### config.mk
export PLATFORM = sky130hd
export DESIGN_NAME = regfile_wr_arb_flat
export DESIGN_NICKNAME = d
export VERILOG_FILES = /design/src/rtl/regfile_wr_arb_if.sv /design/src/rtl/regfile_wr_arb.sv /design/src/flat_wrapper.sv
export SDC_FILE = /design/constraint.sdc
export NUM_CORES = 1
export LEC_CHECK = 0
export CAP_MARGIN = 40
export CORE_UTILIZATION = 41
export DETAILED_ROUTE_END_ITERATION = 8
export PLACE_DENSITY = 0.85
export SLEW_MARGIN = 20
export SYNTH_ARGS = -nofsm -noshare
export SYNTH_HDL_FRONTEND = slang
export SYNTH_SLANG_ARGS = --single-unit
### constraint.sdc
create_clock -name clk -period 3.93 [get_ports clk]
set_input_delay 0.9825 -clock clk [delete_from_list [all_inputs] [get_ports clk]]
set_output_delay 0.9825 -clock clk [all_outputs]
set_load 0.05 [all_outputs]
### src/rtl/regfile_wr_arb_if.sv
// Write-request, clear-control and regfile write-port bundle for regfile_wr_arb.
// The master modport is the requester/control side, and the slave modport is the arbiter.
interface regfile_wr_arb_if #(
  parameter int AW = 5,
  parameter int DW = 32
);
  logic          req0_valid;
  logic [AW-1:0] req0_addr;
  logic [DW-1:0] req0_data;
  logic          req0_ready;
  logic          req1_valid;
  logic [AW-1:0] req1_addr;
  logic [DW-1:0] req1_data;
  logic          req1_ready;
  logic          clr_start;
  logic          busy;
  logic          last_grant;
  logic          rf_we;
  logic [AW-1:0] rf_waddr;
  logic [DW-1:0] rf_wdata;

  modport master (
    output req0_valid, req0_addr, req0_data,
    output req1_valid, req1_addr, req1_data,
    output clr_start,
    input  req0_ready, req1_ready, busy, last_grant,
    input  rf_we, rf_waddr, rf_wdata
  );

  modport slave (
    input  req0_valid, req0_addr, req0_data,
    input  req1_valid, req1_addr, req1_data,
    input  clr_start,
    output req0_ready, req1_ready, busy, last_grant,
    output rf_we, rf_waddr, rf_wdata
  );
endinterface

### src/rtl/regfile_wr_arb.sv
// Round-robin write-port arbiter with a full-clear sweep for a 32x32 register file.
// Optional macro RF_ZERO_GUARD_EN blocks requester writes to register 0.
//
// state | meaning
// ARB   | arbitrate requesters; a clr_start pulse starts a sweep
// CLEAR | write zero to one address per cycle, from 0 to DEPTH-1
module regfile_wr_arb #(
  parameter int AW    = 5,
  parameter int DW    = 32,
  parameter int DEPTH = 32
) (
  input logic              clk,
  input logic              rst,
  regfile_wr_arb_if.slave  rf_bus
);

  typedef enum logic {ARB = 1'b0, CLEAR = 1'b1} state_t;

  localparam logic [AW-1:0] LAST_ADDR = AW'(DEPTH - 1);

  state_t        r_state, w_state_nxt;
  logic [AW-1:0] r_cnt, w_cnt_nxt;
  logic          r_last_grant, w_last_grant_nxt;
  logic          r_we, w_we_nxt;
  logic [AW-1:0] r_waddr, w_waddr_nxt;
  logic [DW-1:0] r_wdata, w_wdata_nxt;
  logic          w_ready0, w_ready1;
  logic          w_xfer, w_winner;

  always_ff @(posedge clk or posedge rst) begin
    if (rst) begin
      r_state      <= ARB;
      r_cnt        <= '0;
      r_last_grant <= 1'b1;
      r_we         <= 1'b0;
      r_waddr      <= '0;
      r_wdata      <= '0;
    end else begin
      r_state      <= w_state_nxt;
      r_cnt        <= w_cnt_nxt;
      r_last_grant <= w_last_grant_nxt;
      r_we         <= w_we_nxt;
      r_waddr      <= w_waddr_nxt;
      r_wdata      <= w_wdata_nxt;
    end
  end

  always_comb begin
    w_state_nxt      = r_state;
    w_cnt_nxt        = r_cnt;
    w_last_grant_nxt = r_last_grant;
    w_we_nxt         = 1'b0;
    w_waddr_nxt      = r_waddr;
    w_wdata_nxt      = r_wdata;
    w_ready0         = 1'b0;
    w_ready1         = 1'b0;
    w_xfer           = 1'b0;
    w_winner         = 1'b0;
    case (r_state)
      ARB: begin
        if (rf_bus.clr_start) begin
          w_state_nxt = CLEAR;
          w_cnt_nxt   = '0;
        end else begin
          // On a tie, the requester that was not granted last wins.
          if (rf_bus.req0_valid && rf_bus.req1_valid) begin
            w_ready0 = r_last_grant;
            w_ready1 = ~r_last_grant;
          end else begin
            w_ready0 = rf_bus.req0_valid;
            w_ready1 = rf_bus.req1_valid;
          end
          w_xfer   = w_ready0 | w_ready1;
          w_winner = w_ready1;
          if (w_xfer) begin
            w_last_grant_nxt = w_winner;
            w_waddr_nxt      = w_winner ? rf_bus.req1_addr : rf_bus.req0_addr;
            w_wdata_nxt      = w_winner ? rf_bus.req1_data : rf_bus.req0_data;
`ifdef RF_ZERO_GUARD_EN
            w_we_nxt         = (w_waddr_nxt != '0);
`else
            w_we_nxt         = 1'b1;
`endif
          end
        end
      end
      CLEAR: begin
        w_we_nxt    = 1'b1;
        w_waddr_nxt = r_cnt;
        w_wdata_nxt = '0;
        w_cnt_nxt   = r_cnt + 1'b1;
        if (r_cnt == LAST_ADDR) begin
          w_state_nxt = ARB;
          w_cnt_nxt   = '0;
        end
      end
      default: w_state_nxt = ARB;
    endcase
  end

  assign rf_bus.req0_ready = w_ready0;
  assign rf_bus.req1_ready = w_ready1;
  assign rf_bus.busy       = (r_state == CLEAR);
  assign rf_bus.last_grant = r_last_grant;
  assign rf_bus.rf_we      = r_we;
  assign rf_bus.rf_waddr   = r_waddr;
  assign rf_bus.rf_wdata   = r_wdata;

endmodule

### src/flat_wrapper.sv
// flat-port wrapper written by rule: the top's interface ports become plain ports
module regfile_wr_arb_flat 
#(
  parameter int AW    = 5,
  parameter int DW    = 32,
  parameter int DEPTH = 32
)
  (clk, rst, rf_bus_req0_valid, rf_bus_req0_addr, rf_bus_req0_data, rf_bus_req1_valid, rf_bus_req1_addr, rf_bus_req1_data, rf_bus_clr_start, rf_bus_req0_ready, rf_bus_req1_ready, rf_bus_busy, rf_bus_last_grant, rf_bus_rf_we, rf_bus_rf_waddr, rf_bus_rf_wdata);
  regfile_wr_arb_if #(.AW(AW), .DW(DW)) rf_bus_i ();
  input logic clk;
  input logic rst;
  input wire logic [$bits(rf_bus_i.req0_valid)-1:0] rf_bus_req0_valid;
  input wire logic [$bits(rf_bus_i.req0_addr)-1:0] rf_bus_req0_addr;
  input wire logic [$bits(rf_bus_i.req0_data)-1:0] rf_bus_req0_data;
  input wire logic [$bits(rf_bus_i.req1_valid)-1:0] rf_bus_req1_valid;
  input wire logic [$bits(rf_bus_i.req1_addr)-1:0] rf_bus_req1_addr;
  input wire logic [$bits(rf_bus_i.req1_data)-1:0] rf_bus_req1_data;
  input wire logic [$bits(rf_bus_i.clr_start)-1:0] rf_bus_clr_start;
  output wire logic [$bits(rf_bus_i.req0_ready)-1:0] rf_bus_req0_ready;
  output wire logic [$bits(rf_bus_i.req1_ready)-1:0] rf_bus_req1_ready;
  output wire logic [$bits(rf_bus_i.busy)-1:0] rf_bus_busy;
  output wire logic [$bits(rf_bus_i.last_grant)-1:0] rf_bus_last_grant;
  output wire logic [$bits(rf_bus_i.rf_we)-1:0] rf_bus_rf_we;
  output wire logic [$bits(rf_bus_i.rf_waddr)-1:0] rf_bus_rf_waddr;
  output wire logic [$bits(rf_bus_i.rf_wdata)-1:0] rf_bus_rf_wdata;
  assign rf_bus_i.req0_valid = rf_bus_req0_valid;
  assign rf_bus_i.req0_addr = rf_bus_req0_addr;
  assign rf_bus_i.req0_data = rf_bus_req0_data;
  assign rf_bus_i.req1_valid = rf_bus_req1_valid;
  assign rf_bus_i.req1_addr = rf_bus_req1_addr;
  assign rf_bus_i.req1_data = rf_bus_req1_data;
  assign rf_bus_i.clr_start = rf_bus_clr_start;
  assign rf_bus_req0_ready = rf_bus_i.req0_ready;
  assign rf_bus_req1_ready = rf_bus_i.req1_ready;
  assign rf_bus_busy = rf_bus_i.busy;
  assign rf_bus_last_grant = rf_bus_i.last_grant;
  assign rf_bus_rf_we = rf_bus_i.rf_we;
  assign rf_bus_rf_waddr = rf_bus_i.rf_waddr;
  assign rf_bus_rf_wdata = rf_bus_i.rf_wdata;
  regfile_wr_arb #(.AW(AW), .DW(DW), .DEPTH(DEPTH)) u_core (.clk(clk), .rst(rst), .rf_bus(rf_bus_i));
endmodule
**After elaboration in Yosys (flattened, before gate mapping)**

Index checks and enable logic that the tools add are counted.
Widths: inputs -> output; s select.

- Add/subtract/negate cells: 1
- Eq/ne operators: 4
- Mux-type cells: 27
- Bitwise gates (word level): 4
- Reduce and logical (&&, ||, !) cells: 3

Operators by type and width:

| operator | number |
|---|---|
| $mux 32 | 3 |
| $pmux 32 s2 | 1 |
| $mux 5 | 5 |
| $pmux 5 s2 | 2 |
| $mux 1 | 14 |
| $add 5x1->5 const B | 1 |
| $eq 5x5->1 const B | 1 |
| $ne 2x2->1 const B | 2 |
| $pmux 1 s2 | 2 |
| $not 1->1 | 3 |
| $reduce_and 3->1 | 1 |
| $ne 2x1->1 const B | 1 |
| $reduce_and 2->1 | 1 |
| $logic_and 1x1->1 | 1 |
| $or 1x1->1 | 1 |

- Register bits after elaboration: 45
- Word-level logic and storage cells: 45

**Longest topological paths before layout**

- Depth in word-level cells: 8
- Depth in mapped cells: 6

**Worst setup path after synthesis**

No wires, ideal clock.

- Path kind: input to output
- From: input rf_bus_req1_valid
- To: output rf_bus_req1_ready
- Arrival: 1.965 ns
- Setup slack: 0.982 ns
- Cell stages on the path: 4
- Buffers on the path: 2
- Path through: a21boi_1 > buf_2 > buf_2 > and2_1

- Word-level cells in the longest chain between the ends: 6

RTL lines:

| element | RTL line | RTL |
|---|---|---|
| from (decl) | flat_wrapper.sv:15 | `input wire logic [$bits(rf_bus_i.req1_valid)-1:0] rf_bus_req1_valid;` |
| $logic_and 1x1->1 | regfile_wr_arb.sv:66 | `if (rf_bus.req0_valid && rf_bus.req1_valid) begin` |
| $mux 1 (*) | regfile_wr_arb.sv:66 |  |
| $mux 1 (*) | regfile_wr_arb.sv:61 | `if (rf_bus.clr_start) begin` |
| $mux 1 (*) | regfile_wr_arb.sv:59 | `case (r_state)` |
| $mux 1 (*) | regfile_wr_arb.sv:61 |  |
| $mux 1 (*) | regfile_wr_arb.sv:59 |  |
| to (decl) | flat_wrapper.sv:20 | `output wire logic [$bits(rf_bus_i.req1_ready)-1:0] rf_bus_req1_ready;` |

Every way passes the cells marked *; elsewhere a longest branch is shown, timed or not. The select of a mux whose other input is x is not followed.

**Worst setup path in the final report**

- From: input rf_bus_req0_valid
- To: output rf_bus_req0_ready

- Word-level cells in the longest chain between the ends: 6

RTL lines:

| element | RTL line | RTL |
|---|---|---|
| from (decl) | flat_wrapper.sv:12 | `input wire logic [$bits(rf_bus_i.req0_valid)-1:0] rf_bus_req0_valid;` |
| $logic_and 1x1->1 | regfile_wr_arb.sv:66 |  |
| $mux 1 (*) | regfile_wr_arb.sv:66 |  |
| $mux 1 (*) | regfile_wr_arb.sv:61 |  |
| $mux 1 (*) | regfile_wr_arb.sv:59 |  |
| $mux 1 (*) | regfile_wr_arb.sv:61 |  |
| $mux 1 (*) | regfile_wr_arb.sv:59 |  |
| to (decl) | flat_wrapper.sv:19 | `output wire logic [$bits(rf_bus_i.req0_ready)-1:0] rf_bus_req0_ready;` |

Marks and branches as above.

==> impl_metrics.ini <==
[status]
outcome = completed

[detailed_routing]
drt-vias-per-instance = 5.34
drt_pre_antenna_iters = 7
first_iter_violations = 68
routed_wl_um = 5930
vias = 1917
average_routed_wire_per_standard_cell_um = 16.5
drc = 0
drt.antenna.violating_nets = 0

[logic_synthesis]
synth.ff_latch_count = 45
yosys-mux-area-fraction_pct = 7.46
netlist_instances = 176
postSynthAreaPerCell_um2 = 12.2
yosysWarningCount = 0
synth-compound-area-share_pct = 17.9
mappedNetlistNets = 258
yosysSeqAreaShare_pct = 52.5
synthAdderAreaFrac_pct = 1.75
fraction_of_synthesized_cell_area_in_xor_and_xnor_cells_pct = 0.408
synthesis.area_um2 = 2150
synth-simple-area-share_pct = 13.9
synth.distinct_cells = 28
synth_top_family_by_area = compound AO/OA/AOI/OAI gates

[timing]
slew_headroom_pct = 55.2
min_period_ns = 3.31
final_hold_fails = 0
final.setup_skew_ns = 0.00255
grt_setup_unrepaired = no
period_share_pct = 84.2
max_freq_mhz = 302
setup_viol_count_final = 0
tns_ns = 0
maxSlewViolCount = 0
tightestPinTransition_ns = 0.672

[min_path]
worst_hold_path_startpoint = u_core.rf_bus.last_grant
min-delay-path-class = reg2reg
worstHoldPathCells = 2
end_of_the_worst_hold_path = u_core.rf_bus.last_grant

[floorplan]
design.core.area_um2 = 4880
pin_count = 121
die_area_um2 = 5530
placementRows = 25
initial_core_util_pct = 44.0
chipWidth_um = 74.4
die_height_um = 74.4

[cells_and_area]
register_area_um2 = 1130
nFillCells = 372
nets = 373
area_growth_syn_to_layout_pct = 61.9
antenna_cells_inserted = 0
drive_gt1_share_pct = 7.19
multi_input_area_um2 = 892
final_design_area_no_fill_um2 = 3480
stdcell_count = 359

[place]
dp.cells = 351
place_hpwl_um = 4200
dpl_cell_area_um2 = 3390
gpl.final_weighted_congestion = 0.788
io_buffer_count = 120

[worst_setup_path]
worst-endpoint-arrival_ns = 2.32
worstSetupPathType = in2out
setup.worst_path.end_class = output port
cp_max_fo = 33
worst_r2r_endpoint = u_core.rf_bus.rf_wdata[22]
critical_path_required_ns = 2.95
setup.worst_path.start_class = input pin
rrSetupSlack_ns = 2.17
timing.rr.start = u_core.rf_bus.busy
ff2ff_path_depth = 4

[clock_network]
clk_root_buffer_cell = sky130_fd_sc_hd__clkbuf_8
cts_num_sinks = 45
number_of_post_cts_setup_repair_buffers = 0
hold_fix_buffer_count_after_cts = 0
tritoncts = yes
cts_inserted_buffers = 5
clkLatencyLatePin_ns = 0.29
ctsHtreeMaxLevel = 2
cts.repair.resized = 0
clk_pin_slew_ns = 0.08
clk_path_buf_depth = 2

[global_route]
grt_pass1_vias = 1826
grt-ovfl-total = 0
grt_first_pass_wirelength_um = 8980
pin_count_of_the_biggest_net_entering_global_routing = 38
global_route_usage_over_all_layers_pct = 21.7
grt_antenna_before_repair = 0

[power_and_ir_drop]
power.ir.vdd_worst_uv = 350
leakagePower_nw = 1.66
pwr_density_cell_nw_per_um2 = 417

[flow_run]
drv.max_cap_violation_count = 0
## synthesized netlist by cell type
cell type	instances	area [um^2]
sky130_fd_sc_hd__o21ai_0	3	15.0
sky130_fd_sc_hd__and2_4	1	8.76
sky130_fd_sc_hd__and2_1	1	6.26
sky130_fd_sc_hd__nand3_1	1	5.00
sky130_fd_sc_hd__o2bb2ai_1	1	8.76
sky130_fd_sc_hd__buf_6	4	45.0
sky130_fd_sc_hd__mux2i_1	16	160
sky130_fd_sc_hd__a21boi_1	1	7.51
sky130_fd_sc_hd__nand2_1	4	15.0
sky130_fd_sc_hd__xnor2_1	1	8.76
sky130_fd_sc_hd__and3_1	33	206
sky130_fd_sc_hd__buf_4	3	22.5
sky130_fd_sc_hd__clkbuf_1	4	15.0
sky130_fd_sc_hd__nor3b_2	1	12.5
sky130_fd_sc_hd__ha_1	3	37.5
sky130_fd_sc_hd__nor2_2	1	6.26
sky130_fd_sc_hd__a221o_1	32	320
sky130_fd_sc_hd__nand2b_1	5	31.3
sky130_fd_sc_hd__o22ai_1	1	6.26
sky130_fd_sc_hd__clkinv_1	1	3.75
sky130_fd_sc_hd__a21oi_2	1	8.76
sky130_fd_sc_hd__dfrtp_1	44	1100
sky130_fd_sc_hd__inv_2	1	3.75
sky130_fd_sc_hd__buf_2	6	30.0
sky130_fd_sc_hd__dfstp_2	1	26.3
sky130_fd_sc_hd__or2_1	1	6.26
sky130_fd_sc_hd__inv_1	3	11.3
sky130_fd_sc_hd__o32ai_1	2	17.5
## layer usage
metal	GRT usage [%]	up-vias	part of all wire, %
met2	37.4	77	49
met5	0	-	0
met1	27.0	929	43
li1	-	907	-
met4	5.45	0	0.83
met3	5.83	4	6.5
## layout by cell type (no fill, tap or decap), types with 2 or more instances in the layout
master                            count
sky130_fd_sc_hd__a221o_1             32
sky130_fd_sc_hd__and3_1              33
sky130_fd_sc_hd__buf_12               3
sky130_fd_sc_hd__buf_4                4
sky130_fd_sc_hd__clkbuf_1             2
sky130_fd_sc_hd__clkbuf_8             5
sky130_fd_sc_hd__clkdlybuf4s50_1    118
sky130_fd_sc_hd__dfrtp_1             44
sky130_fd_sc_hd__ha_1                 3
sky130_fd_sc_hd__inv_1                2
sky130_fd_sc_hd__inv_2                2
sky130_fd_sc_hd__mux2i_1             16
sky130_fd_sc_hd__nand2_1              4
sky130_fd_sc_hd__nand2b_1             5
sky130_fd_sc_hd__o21ai_0              3
sky130_fd_sc_hd__o32ai_1              2
## state kept, by name (all words and copies together) (netlist names)
| signal | count |
|---|---|
| u_core.rf_bus.rf_wdata | 32 |
| u_core.rf_bus.busy | 1 |
| u_core.rf_bus.rf_waddr | 5 |
| u_core.r_cnt | 5 |
| u_core.rf_bus.rf_we | 1 |
| u_core.rf_bus.last_grant | 1 |
## power breakdown
group | switching, W | total (W) | internal (W)
Sequential | 0.0000679 | 0.000609 | 0.000541
Combinational | 0.000320 | 0.000566 | 0.000247
Clock | 0.000148 | 0.000274 | 0.000126
## stage by stage
stage / hold WS, ns / util [%] / setup WS [ns] / total power, W
global route: 0.527 / 71.3 / 0.574 / 0.00154
detailed placement: 0.491 / 69.5 / 0.640 / 0.00119
floorplan: 0.504 / - / 0.982 / 0.000960
global placement: 0.485 / 69.1 / 0.629 / 0.00117
CTS: 0.502 / 71.3 / 0.629 / 0.00147
finish: 0.499 / 71.3 / 0.623 / 0.00145
## how the worst max path moves through the flow
stage / startpoint / end / depth (start not counted)
finish: rf_bus_req0_valid / rf_bus_req0_ready / 4
global route: rf_bus_req0_valid / rf_bus_req0_ready / 4
CTS: rf_bus_req0_valid / rf_bus_req0_ready / 4
detailed placement: rf_bus_req0_valid / rf_bus_req0_ready / 4
global placement: rf_bus_req0_valid / rf_bus_req0_ready / 4
floorplan: rf_bus_req1_valid / rf_bus_req1_ready / 4
## cell families (layout without fill, tap and decap cells)
| kind of cell | after synthesis | count (layout) |
|---|---|---|
| XOR/XNOR | 1 | 1 |
| buffers and inverters | 22 | 138 |
| AO/OA/AOI/OAI | 41 | 41 |
| multiplexers | 16 | 16 |
| adder cells (fa/ha/maj) | 3 | 3 |
| AND/OR/NAND/NOR | 48 | 48 |
| flip-flops | 45 | 45 |
## layout make-up
| class | count | share of cell area (%) |
|---|---|---|
| clock inverter | 1 | 0.216 |
| inverter | 5 | 0.540 |
| clock buffer | 7 | 2.20 |
| tap | 67 | 2.41 |
| timing repair buffer | 125 | 36.6 |
| multi-input combinational | 109 | 25.7 |
| sequential | 45 | 32.4 |
## critical path: stages
cell and delay [ns]:
sky130_fd_sc_hd__clkdlybuf4s50_1 0.51, sky130_fd_sc_hd__nor3b_2 0.20, sky130_fd_sc_hd__and2_4 0.43, sky130_fd_sc_hd__buf_12 0.19
No activity file was read; power rests on OpenSTA's default activity.
